--- src/rtl/pi_sequencer.sv ---
`default_nettype none
// +----------------------------------------------------------------------------+
// | pi_sequencer: steps the combinational PI ALU through the PI recipe        |
// |   (INTG, ICOMP, PCOMP, ACCR, RHT, ACCL, LFT) and drives lft/rht + done.    |
// | Optional: INTGRL_DECIM_EN runs the integral update on every 4th go only.  |
// | Revision: 1.0                                                             |
// +----------------------------------------------------------------------------+
module pi_sequencer #(
  parameter logic [13:0] PTERM = 14'h3680,
  parameter logic [11:0] ITERM = 12'h0500
) (
  input  logic        clk,
  input  logic        rst_n,
  input  logic        go,
  input  logic [11:0] Error,
  input  logic [11:0] Fwd,
  input  logic [15:0] dst,
  output logic [2:0]  src0sel,
  output logic [2:0]  src1sel,
  output logic        multiply,
  output logic        sub,
  output logic        mult2,
  output logic        mult4,
  output logic        saturate,
  output logic [15:0] Accum,
  output logic [15:0] Pcomp,
  output logic [11:0] Icomp,
  output logic [11:0] Intgrl,
  output logic [11:0] Error_q,
  output logic [11:0] Fwd_q,
  output logic [13:0] Pterm,
  output logic [11:0] Iterm,
  output logic [11:0] lft,
  output logic [11:0] rht,
  output logic        busy,
  output logic        done
);

  localparam logic [2:0] S_IDLE  = 3'd0;
  localparam logic [2:0] S_INTG  = 3'd1;
  localparam logic [2:0] S_ICOMP = 3'd2;
  localparam logic [2:0] S_PCOMP = 3'd3;
  localparam logic [2:0] S_ACCR  = 3'd4;
  localparam logic [2:0] S_RHT   = 3'd5;
  localparam logic [2:0] S_ACCL  = 3'd6;
  localparam logic [2:0] S_LFT   = 3'd7;

  logic [2:0]  r_state, w_nxt;
  logic        r_cyc;
  logic        r_done;
  logic [15:0] r_accum, r_pcomp;
  logic [11:0] r_icomp, r_intgrl, r_error_q, r_fwd_q, r_lft, r_rht;
  logic        w_go_acc, w_run_intg, w_multi, w_cap;

  assign w_go_acc = go && (r_state == S_IDLE);
  assign w_multi  = (r_state == S_ICOMP) || (r_state == S_PCOMP);
  // Two-cycle multiply steps capture only on their second cycle.
  assign w_cap    = w_multi ? r_cyc : 1'b1;

`ifdef INTGRL_DECIM_EN
  logic [1:0] r_decim;
  always_ff @(posedge clk or negedge rst_n) begin
    if (!rst_n)        r_decim <= 2'd0;
    else if (w_go_acc) r_decim <= r_decim + 2'd1;
  end
  assign w_run_intg = (r_decim == 2'd3);
`else
  assign w_run_intg = 1'b1;
`endif

  always_ff @(posedge clk or negedge rst_n) begin
    if (!rst_n) r_state <= S_IDLE;
    else        r_state <= w_nxt;
  end

  always_comb begin
    w_nxt = r_state;
    case (r_state)
      S_IDLE:  if (go) w_nxt = w_run_intg ? S_INTG : S_ICOMP;
      S_INTG:  w_nxt = S_ICOMP;
      S_ICOMP: if (r_cyc) w_nxt = S_PCOMP;
      S_PCOMP: if (r_cyc) w_nxt = S_ACCR;
      S_ACCR:  w_nxt = S_RHT;
      S_RHT:   w_nxt = S_ACCL;
      S_ACCL:  w_nxt = S_LFT;
      S_LFT:   w_nxt = S_IDLE;
      default: w_nxt = S_IDLE;
    endcase
  end

  always_comb begin
    src1sel  = 3'd0;
    src0sel  = 3'd0;
    multiply = 1'b0;
    sub      = 1'b0;
    saturate = 1'b0;
    case (r_state)
      S_INTG:  begin src1sel = 3'd3; src0sel = 3'd1; saturate = 1'b1; end
      S_ICOMP: begin src1sel = 3'd1; src0sel = 3'd1; multiply = 1'b1; end
      S_PCOMP: begin src1sel = 3'd2; src0sel = 3'd4; multiply = 1'b1; end
      S_ACCR:  begin src1sel = 3'd4; src0sel = 3'd3; sub = 1'b1; end
      S_RHT:   begin src1sel = 3'd0; src0sel = 3'd2; sub = 1'b1; saturate = 1'b1; end
      S_ACCL:  begin src1sel = 3'd4; src0sel = 3'd3; end
      S_LFT:   begin src1sel = 3'd0; src0sel = 3'd2; saturate = 1'b1; end
      default: ;
    endcase
  end

  always_ff @(posedge clk or negedge rst_n) begin
    if (!rst_n) begin
      r_cyc     <= 1'b0;
      r_done    <= 1'b0;
      r_accum   <= 16'd0;
      r_pcomp   <= 16'd0;
      r_icomp   <= 12'd0;
      r_intgrl  <= 12'd0;
      r_error_q <= 12'd0;
      r_fwd_q   <= 12'd0;
      r_lft     <= 12'd0;
      r_rht     <= 12'd0;
    end else begin
      r_cyc  <= w_multi & ~r_cyc;
      r_done <= (r_state == S_LFT);
      if (w_go_acc) begin
        r_error_q <= Error;
        r_fwd_q   <= Fwd;
      end
      if (w_cap) begin
        case (r_state)
          S_INTG:          r_intgrl <= dst[11:0];
          S_ICOMP:         r_icomp  <= dst[11:0];
          S_PCOMP:         r_pcomp  <= dst;
          S_ACCR, S_ACCL:  r_accum  <= dst;
          S_RHT:           r_rht    <= dst[11:0];
          S_LFT:           r_lft    <= dst[11:0];
          default: ;
        endcase
      end
    end
  end

  assign mult2   = 1'b0;
  assign mult4   = 1'b0;
  assign Pterm   = PTERM;
  assign Iterm   = ITERM;
  assign Accum   = r_accum;
  assign Pcomp   = r_pcomp;
  assign Icomp   = r_icomp;
  assign Intgrl  = r_intgrl;
  assign Error_q = r_error_q;
  assign Fwd_q   = r_fwd_q;
  assign lft     = r_lft;
  assign rht     = r_rht;
  assign busy    = (r_state != S_IDLE);
  assign done    = r_done;

endmodule
`default_nettype wire

--- config.mk ---
export PLATFORM = sky130hd
export DESIGN_NAME = pi_sequencer
export DESIGN_NICKNAME = d
export VERILOG_FILES = /design/src/rtl/pi_sequencer.sv
export SDC_FILE = /design/constraint.sdc
export NUM_CORES = 1
export LEC_CHECK = 0
export CAP_MARGIN = 5
export CORE_AREA = 2 2 119 121
export CTS_CLUSTER_DIAMETER = 60
export DETAILED_ROUTE_END_ITERATION = 16
export DIE_AREA = 0 0 121 123
export PLACE_DENSITY = 0.71
export RECOVER_POWER = 100
export SLEW_MARGIN = 20
export SYNTH_ARGS = -nofsm -noshare
export SYNTH_HDL_FRONTEND = slang
export SYNTH_SLANG_ARGS = --single-unit
--- constraint.sdc ---
create_clock -name clk -period 2 [get_ports clk]
set_input_delay 0.5 -clock clk [delete_from_list [all_inputs] [get_ports clk]]
set_output_delay 0.5 -clock clk [all_outputs]
set_load 0.03 [all_outputs]
==> results.sh, run 1 <==
export IMPL_cts_buffers=9
export IMPL_root_buffer="clkbuf_16"
export IMPL_portBuffers=157
export IMPL_drive_gt1_share_pct=27.2
export IMPL_grt_usage_pct=14.5
export IMPL_cp_max_fo=2
export IMPL_dp_cells=627
export IMPL_grt_start_max_net_pins=41
export IMPL_routedWlPerCell_um=16.1
export IMPL_clock_sinks=109
export IMPL_areaGrowthSynthToFinish_pct=42.1
export IMPL_drt_vias_per_instance=4.43
export IMPL_post_route_min_period_ns=1.93
export IMPL_htree_levels=3
export IMPL_fin_crit_sh_pct=96.7
export IMPL_worst_ep_arrival_time_ns=1.43
export IMPL_crit_slowest_cell="dlygate4sd3_1"
export IMPL_drtIter0Drc=51
export IMPL_hpwl_mm=7.64
export IMPL_endpoint_kind="output pin"
export IMPL_setup_ws_ns=0.0656
export IMPL_dr_pass1_iters=4
export IMPL_die_y_um=123
export IMPL_worstMarginPinSlew_ns=0.891
export IMPL_hold_ws_ns=0.226
export IMPL_ff_latch_area_um2=2730
export IMPL_slowest_delay_ns=0.75
export IMPL_path_buf_inv=1
export IMPL_clkLatencyLatePin_ns=0.34
export IMPL_post_cts_buffers=0
export IMPL_netlist_area_leader_share_pct=60.4
export IMPL_synth_seq_cells=109
export IMPL_power_leakage_nw=2.77
export IMPL_overflow=0
export IMPL_rsz0062_at_grt="false"
export IMPL_maxCapViolations=0
export IMPL_fp_dieW_um=121
export IMPL_io_pins=186
export IMPL_coreArea_um2=13600
export IMPL_final_util_pct=47.1
export IMPL_peakVddDrop_v=0.000967
export IMPL_worstSetupPathType="flip-flop to output pin"
export IMPL_slew_violations=0
export IMPL_first_global_vias=2944
export IMPL_multi_input_area_um2=1470
export IMPL_min_path_type="input pin to async pin"
export IMPL_netlist_instances=288
export IMPL_p_per_area_nw_per_um2=2020
export IMPL_vias=2848
export IMPL_wirelength_mm=10.4
export IMPL_drc=0
export IMPL_crit_chain="dlygate4sd3_1"
export IMPL_rows=43
export IMPL_syn_area_per_cell_um2=15.7
export IMPL_nFillCells=1246
export IMPL_ys_top_cells_by_area="dfrtp_1, mux2_2, mux2_4"
export IMPL_relSlewSlack_pct=40.6
export IMPL_cts_tree="yes"
export IMPL_clk_path_buf_depth=2
export IMPL_finalNonFillerCells=643
export IMPL_crit_family="buffers and inverters"
export IMPL_clock_skew_ns=0.00518
export IMPL_yosysUniqueCellTypes=29
export IMPL_dieArea_um2=14900
export IMPL_critPathRequiredTime_ns=1.50
export IMPL_diodes=0
export IMPL_max_freq_mhz=517
export IMPL_layout_nets=501
export IMPL_place_gp_congestion=0.718
export IMPL_start_kind="flip-flop"
export IMPL_yosys_warnings=0
export IMPL_grt_antenna_before_repair=0
export IMPL_finalSetupViolCount=0
export IMPL_start_util_pct=33.2
export IMPL_synthesis_area_um2=4510
export IMPL_timing_final_hold_violations=0
export IMPL_clkTransAtPathRegs_ns=0.07
export IMPL_ys_seq_area_share_pct=60.4
export IMPL_ant_nets=0
export IMPL_yosys_area_top_type="dfrtp_1"
export IMPL_pre_cts_ws_ns=0.0654
export IMPL_ctsHoldBuffers=0
export IMPL_status="finished clean"
export IMPL_grt_pass1_wl_mm=16.4
[through the flow]
stage | setup TNS, ns | total power, mW | instance area, um^2
after CTS | -0.00605 | 13.5 | 6600
final | 0 | 12.9 | 6410
after floorplan | 0 | 8.35 | 4610
after global placement | 0 | 11.3 | 6250
after global routing | 0 | 13.6 | 6410
after detailed placement | 0 | 11.4 | 6250
[layout by cell type (no fill, tap or decap), types with 2 or more instances in the layout]
| master | count |
|---|---|
| clkdlybuf4s50_1 | 130 |
| dfrtp_1 | 108 |
| mux2_2 | 82 |
| conb_1 | 28 |
| mux2_1 | 20 |
| dlygate4sd3_1 | 16 |
| clkbuf_2 | 13 |
| clkbuf_16 | 9 |
| clkbuf_1 | 7 |
| inv_1 | 4 |
| nor2_1 | 4 |
| buf_4 | 4 |
| nand3_1 | 3 |
| nand2_1 | 3 |
| bufinv_16 | 3 |
| and2_1 | 2 |
| xnor2_1 | 2 |
| mux2_4 | 2 |
| dlygate4sd2_1 | 2 |
| buf_6 | 2 |
[worst paths after layout]
check                           slack [ns]          to  startpoint  cells past startpoint
worst max-delay path                  0.07    Accum[3]    Accum[3]                      1
worst min-delay path                  0.23  Error_q[3]       rst_n                      1
worst max register to register        0.16  Error_q[8]  r_state[2]                      5
worst min register to register        0.48  Error_q[2]  Error_q[2]                      1
max in group asynchronous             0.41    Fwd_q[5]       rst_n                      2
min in group clk                      0.48  Error_q[2]  Error_q[2]                      1
[cells in the mapped netlist]
cell	count
nand3_1	2
nor2b_1	1
and2b_1	1
clkbuf_1	1
and2_1	3
nor2_1	5
o22ai_1	1
inv_1	4
conb_1	2
nor2_8	1
nand2b_4	1
mux2_2	82
or3_4	1
buf_6	1
buf_2	6
nand3_2	1
nand2_1	3
dfrtp_1	109
a21oi_1	1
buf_12	2
mux2_1	2
mux2i_1	1
o21ba_2	1
mux2_4	20
nand2b_1	1
buf_4	31
xnor2_1	2
nor3b_2	1
inv_2	1
[report_power, final]
group          switching, mW  internal (mW)
Clock                  0.775           1.26
Combinational           3.89           3.09
Sequential             0.574           3.34
Total                   5.24           7.69
[flip-flops by register name (all words and copies together) (netlist names)]
register and count:
Fwd_q 12, Error_q 12, lft 12, rht 12, Icomp 12, done 1, Pcomp 16, Accum 16
Intgrl 12, r_state 3, r_cyc 1
[final cells by class]
class	count	area share, %
clock buffers	11	3.78
multi-input cells	159	22.9
clock inverters	5	1.66
repair buffers	174	25.3
flip-flops and latches	109	42.5
well taps	180	3.51
inverters	5	0.293
[cell families (layout without fill, tap and decap cells)]
| group | count (synthesis) | after routing | share of synthesized area, % |
|---|---|---|---|
| AOI/OAI and AO/OA | 3 | 3 | 0.471 |
| buffers and inverters | 46 | 195 | 7.46 |
| DFF | 109 | 109 | 60.4 |
| xor gates and xnor gates | 2 | 2 | 0.388 |
| and+or+nand+nor | 21 | 21 | 3.24 |
| muxes | 105 | 105 | 27.8 |
| other | 2 | 28 | 0.166 |
[per-layer routing]
metal | routed length (um) | GRT usage (%) | up-vias
li1 | - | - | 1274
met1 | 4050 | 17.5 | 1429
met2 | 4980 | 23.0 | 138
met3 | 1270 | 7.93 | 7
met4 | 74 | 2.83 | 0
met5 | 0 | 0 | -
[what timing repair did]
item / 4_1_cts / 5_1_grt
setup endpoints to repair: 4 / 5
gates resized for setup: 7 / 7
cloned: 0 / 0
pin swaps: 0 / 0
Note: power is estimated with default switching activity, not from simulation.
==> inputs of run 2 (changes only) <==
DONT_BUFFER_PORTS = 1   (was not set)
HOLD_SLACK_MARGIN = 0.02   (was not set)
PLACE_DENSITY = 0.53   (was 0.71)
==> run 2 against run 1 <==
Effect of this change:
- the run now ends with hold timing left
- core utilization decreased by 11 points
- hold slack got worse by 0.38 ns
- count of clock-buffer cells in the layout unchanged
- register-to-register slack about the same
- sequential cell count unchanged
- die area unchanged
- critical endpoint is now busy
==> results.sh, run 2 (same netlist as run 1, synthesis figures left out) <==
export IMPL_status="finished with violations"
export IMPL_violations="hold timing"
export IMPL_start_util_pct=33.2
export IMPL_use_met2_pct=20.4
export IMPL_final_cell_mix="dfrtp_1, mux2_2, conb_1"
export IMPL_rr_endpoint="Pcomp[4]"
export IMPL_layout_nets=343
export IMPL_routedWlPerCell_um=19.3
export IMPL_areaGrowthSynthToFinish_pct=7.87
export IMPL_vias=2205
export IMPL_start_kind="flip-flop"
export IMPL_min_path_type="input pin to async pin"
export IMPL_grt_start_max_net_pins=110
export IMPL_cts_buffers=9
export IMPL_final_common_cell="dfrtp_1"
export IMPL_drive_gt1_share_pct=39.3
export IMPL_clk_path_buf_depth=2
export IMPL_worst_ep_arrival_time_ns=1.45
export IMPL_place_gp_congestion=0.698
export IMPL_ff_latch_area_um2=2730
export IMPL_grt_pass1_wl_mm=13.9
export IMPL_worstSetupPathType="flip-flop to output pin"
export IMPL_ff2ff_path_depth=5
export IMPL_drc=0
export IMPL_cts_tree="yes"
export IMPL_slew_violations=0
export IMPL_multi_input_area_um2=1480
export IMPL_ff2ff_setup_slack_ns=0.16
export IMPL_post_cts_buffers=0
export IMPL_peakVddDrop_v=0.000840
export IMPL_clkLatencyLatePin_ns=0.34
export IMPL_drtIter0Drc=27
export IMPL_diodes=0
export IMPL_finalSetupViolCount=0
export IMPL_root_buffer="clkbuf_16"
export IMPL_clock_sinks=109
export IMPL_endpoint_kind="output pin"
export IMPL_critPathRequiredTime_ns=1.50
export IMPL_hpwl_mm=6.48
export IMPL_maxCapViolations=0
export IMPL_timing_final_hold_violations=109
export IMPL_relSlewSlack_pct=60.3
export IMPL_clkTransAtPathRegs_ns=0.07
export IMPL_wirelength_mm=9.37
export IMPL_rsz0062_at_grt="false"
export IMPL_htree_levels=3
export IMPL_grt_antenna_before_repair=0
export IMPL_r2r_start="r_state[1]"
export IMPL_post_route_min_period_ns=1.95
export IMPL_dr_pass1_iters=4
export IMPL_coreArea_um2=13600
export IMPL_met1_usage_pct=13.5
export IMPL_rows=43
export IMPL_hold_ws_ns=-0.158
export IMPL_timing_setup_tns_ns=0
export IMPL_io_pins=186
export IMPL_use_met3_pct=9.32
export IMPL_overflow=0
export IMPL_nFillCells=1349
export IMPL_clock_skew_ns=0.00773
export IMPL_fp_dieW_um=121
export IMPL_grt_busiest_layer="met2"
export IMPL_drt_vias_per_instance=4.55
export IMPL_portBuffers=0
export IMPL_max_freq_mhz=514
export IMPL_grt_usage_pct=12.7
export IMPL_worstMarginPinSlew_ns=0.596
export IMPL_dieArea_um2=14900
export IMPL_fin_crit_sh_pct=97.3
export IMPL_first_global_vias=2374
export IMPL_p_per_area_nw_per_um2=2180
export IMPL_power_leakage_nw=2.14
export IMPL_die_y_um=123
export IMPL_ant_nets=0
export IMPL_cp_max_fo=9
[run 2: cell types whose count changed in the layout (fill, tap and decap cells not counted), moves of 2 or more]
cell,change
clkdlybuf4s50_1,-130
dlygate4sd3_1,-16
clkbuf_2,-7
buf_4,+3
clkbuf_1,-3
buf_6,-2
dlygate4sd2_1,-2
[run 2: what timing repair did]
action / 4_1_cts / 5_1_grt
endpoints found under the hold margin: 109 / 109
endpoints found under the setup margin: 1 / 2
resized for setup: 1 / 2
[run 2: final cells by class]
cell class,instances,area share (%)
Clock buffer,11,4.78
Sequential cell,109,56.1
Multi-Input combinational cell,159,30.3
Timing Repair Buffer,16,2.00
Tap cell,180,4.63
Clock inverter,5,1.82
Inverter,5,0.386
[run 2: worst max-delay path, stage by stage (launching register included)]
cell and delay [ns]:
dfrtp_2 0.48, or3_4 0.43, buf_4 0.19
[run 2: how the worst max path moves through the flow]
stage,endpoint,start,depth (start not counted),slack [ns]
after floorplan,Error_q[0],r_state[1],5,0.33
after global placement,Error_q[11],r_state[1],4,0.31
after detailed placement,Error_q[11],r_state[1],4,0.27
after CTS,src1sel[2],r_state[0],4,0.02
after global routing,busy,r_state[1],2,0.0006
final,busy,r_state[1],2,0.05
[run 2: routing by layer]
metal | share of wire [%] | vias up
li1 | - | 944
met1 | 37 | 1128
met2 | 46 | 128
met3 | 15 | 5
met4 | 0.88 | 0
met5 | 0 | -
[run 2: report_power, final]
part | total, mW | internal, mW | switching, mW | leakage [nW]
logic | 2.29 | 1.26 | 1.03 | 0.705
clock network | 1.94 | 1.12 | 0.817 | 0.157
registers | 6.38 | 3.32 | 3.06 | 1.28
[run 2: through the flow]
stage          instance area [um^2]  utilization (%)  instances  power (mW)  setup WS (ns)
6_report                       4870             35.8        485        10.6         0.0533
5_1_grt                        4870             35.8        485        11.2       0.000578
4_1_cts                        4990             36.6        485        11.1         0.0230
3_5_place_dp                   4660             34.3        469        9.05          0.269
3_3_place_gp                   4660             34.3        469        8.97          0.312
2_1_floorplan                  4610                -        314        8.35          0.327
==> inputs of run 3 (changes only) <==
--- a/config.mk
+++ b/config.mk
@@ -7,8 +7,8 @@
 export LEC_CHECK = 0
 export CAP_MARGIN = 5
-export CORE_AREA = 2 2 119 121
+export CORE_AREA = 2 2 141 102
 export CTS_CLUSTER_DIAMETER = 60
 export DETAILED_ROUTE_END_ITERATION = 16
-export DIE_AREA = 0 0 121 123
+export DIE_AREA = 0 0 143 104
 export DONT_BUFFER_PORTS = 1
 export HOLD_SLACK_MARGIN = 0.02
==> constraint.sdc (replaced) <==
create_clock -name clk -period 2 [get_ports clk]
set_input_delay 0.2 -clock clk [delete_from_list [all_inputs] [get_ports clk]]
set_output_delay 0.2 -clock clk [all_outputs]
set_load 0.03 [all_outputs]
==> run 3 against run 2 <==
Effect of this change:
- clock power is 11% lower
- combinational power is 4% higher
- hold slack worse by 0.29 ns
- routed wire length hardly changed
- highest routed layer unchanged
- sequential cell count stayed put
- die area hardly changed
- sequential share of layout area is 4.0 points lower
- the flow still finishes with violations (hold timing)
- first-iteration DRC count is 33% higher
- total power is 1.4% lower
- global-route usage is 0.34 points higher
- clock skew hardly changed
==> results.sh, run 3 (same netlist as run 1, synthesis figures left out) <==
export IMPL_status="finished with violations"
export IMPL_min_path_type="input pin to async pin"
export IMPL_clkLatencyLatePin_ns=0.34
export IMPL_timing_setup_tns_ns=0
export IMPL_cp_max_fo=7
export IMPL_clk_path_buf_depth=2
export IMPL_cts_tree="yes"
export IMPL_ff2ff_setup_slack_ns=0.10
export IMPL_rows=36
export IMPL_violations="hold timing"
export IMPL_pre_cts_ws_ns=0.148
export IMPL_cp_startpoint="r_state[1]"
export IMPL_coreArea_um2=13600
export IMPL_start_kind="flip-flop"
export IMPL_place_gp_congestion=0.683
export IMPL_clkTransAtPathRegs_ns=0.07
export IMPL_areaGrowthSynthToFinish_pct=16.1
export IMPL_endpoint_kind="flip-flop"
export IMPL_drt_vias_per_instance=4.42
export IMPL_grt_pass1_wl_mm=14.8
export IMPL_die_y_um=104
export IMPL_hold_ws_ns=-0.453
export IMPL_rsz0062_at_grt="false"
export IMPL_drc=0
export IMPL_cts_buffers=9
export IMPL_p_per_area_nw_per_um2=1990
export IMPL_relSlewSlack_pct=61.2
export IMPL_worstMarginPinSlew_ns=0.581
export IMPL_layout_nets=382
export IMPL_dr_pass1_iters=4
export IMPL_grt_start_max_net_pins=110
export IMPL_overflow=0
export IMPL_peakVddDrop_v=0.000711
export IMPL_p_total_mw=10.5
export IMPL_slew_violations=0
export IMPL_worstSetupPathType="flip-flop to flip-flop"
export IMPL_post_cts_buffers=0
export IMPL_portBuffers=0
export IMPL_drtIter0Drc=36
export IMPL_fin_crit_sh_pct=94.9
export IMPL_ctsHoldBuffers=40
export IMPL_routedWlPerCell_um=17.6
export IMPL_dieArea_um2=14900
export IMPL_fp_dieW_um=143
export IMPL_maxCapViolations=0
export IMPL_grt_antenna_before_repair=0
export IMPL_final_common_cell="dfrtp_1"
export IMPL_io_pins=186
export IMPL_worst_ep_arrival_time_ns=2.12
export IMPL_max_freq_mhz=527
export IMPL_hpwl_mm=6.31
export IMPL_diodes=0
export IMPL_critPathRequiredTime_ns=2.22
export IMPL_r2r_start="r_state[1]"
export IMPL_finalSetupViolCount=0
export IMPL_grt_usage_pct=13.1
export IMPL_setup_ws_ns=0.102
export IMPL_final_cell_mix="dfrtp_1, mux2_2, dlygate4sd3_1"
export IMPL_first_global_vias=2503
export IMPL_wirelength_mm=9.38
export IMPL_power_leakage_nw=2.29
export IMPL_drive_gt1_share_pct=34.6
export IMPL_start_util_pct=33.3
export IMPL_clock_sinks=109
export IMPL_post_route_min_period_ns=1.90
export IMPL_ant_nets=0
export IMPL_clock_skew_ns=0.00807
export IMPL_root_buffer="clkbuf_16"
export IMPL_vias=2359
export IMPL_timing_final_hold_violations=109
export IMPL_htree_levels=3
## run 3: metal layers
| metal | routed length (um) | global-route usage, % | share of wire, % | vias up |
|---|---|---|---|---|
| met5 | 0 | 0 | 0 | - |
| met4 | 96 | 3.82 | 1.0 | 0 |
| met3 | 842 | 5.52 | 9.0 | 8 |
| met2 | 4370 | 20.0 | 47 | 100 |
| met1 | 4070 | 16.9 | 43 | 1217 |
| li1 | - | - | - | 1034 |
## run 3: final timing paths
| path | endpoint | depth (start not counted) |
|---|---|---|
| max | Error_q[1] | 4 |
| min | Icomp[3] | 0 |
| max reg2reg | Error_q[1] | 4 |
| min reg2reg | r_cyc | 1 |
| max in group asynchronous | Accum[11] | 0 |
| min in group clk | r_state[0] | 2 |
## run 3: critical path, stage by stage, from the launching register on
cell      delay [ns]
dfrtp_1         0.44
or3_1           0.47
nor2_8          0.11
clkbuf_1        0.38
mux2_1          0.37
## run 3: power by group
group | switching [mW] | total [mW] | internal, mW | leakage (nW)
combinational | 1.09 | 2.38 | 1.29 | 0.863
clock | 0.830 | 1.73 | 0.902 | 0.145
sequential | 3.04 | 6.35 | 3.31 | 1.28
total | 4.96 | 10.5 | 5.50 | 2.29
## run 3: stage by stage
stage / instance area (um^2) / instances / hold slack [ns] / util [%]
floorplan: 4610 / 314 / -0.0956 / -
global placement: 4660 / 478 / -0.0935 / 34.3
detailed placement: 4660 / 478 / -0.0932 / 34.3
CTS: 5350 / 534 / -0.475 / 39.5
global route: 5240 / 534 / -0.486 / 38.7
finish: 5240 / 534 / -0.453 / 38.7
## run 3: final cells by class
class                      count  area [um^2]
clock buffer                  10          239
clock inverter                 6         55.1
fill                        1273         8320
inverter                       5         18.8
multi-input combinational    159         1480
sequential                   109         2730
tap                          190          238
timing repair buffer          55          483
## run 3: what timing repair did
item                                    CTS  global route
endpoints found under the setup margin    0             0
resized for setup                         0             0
endpoints found under the hold margin   213           109
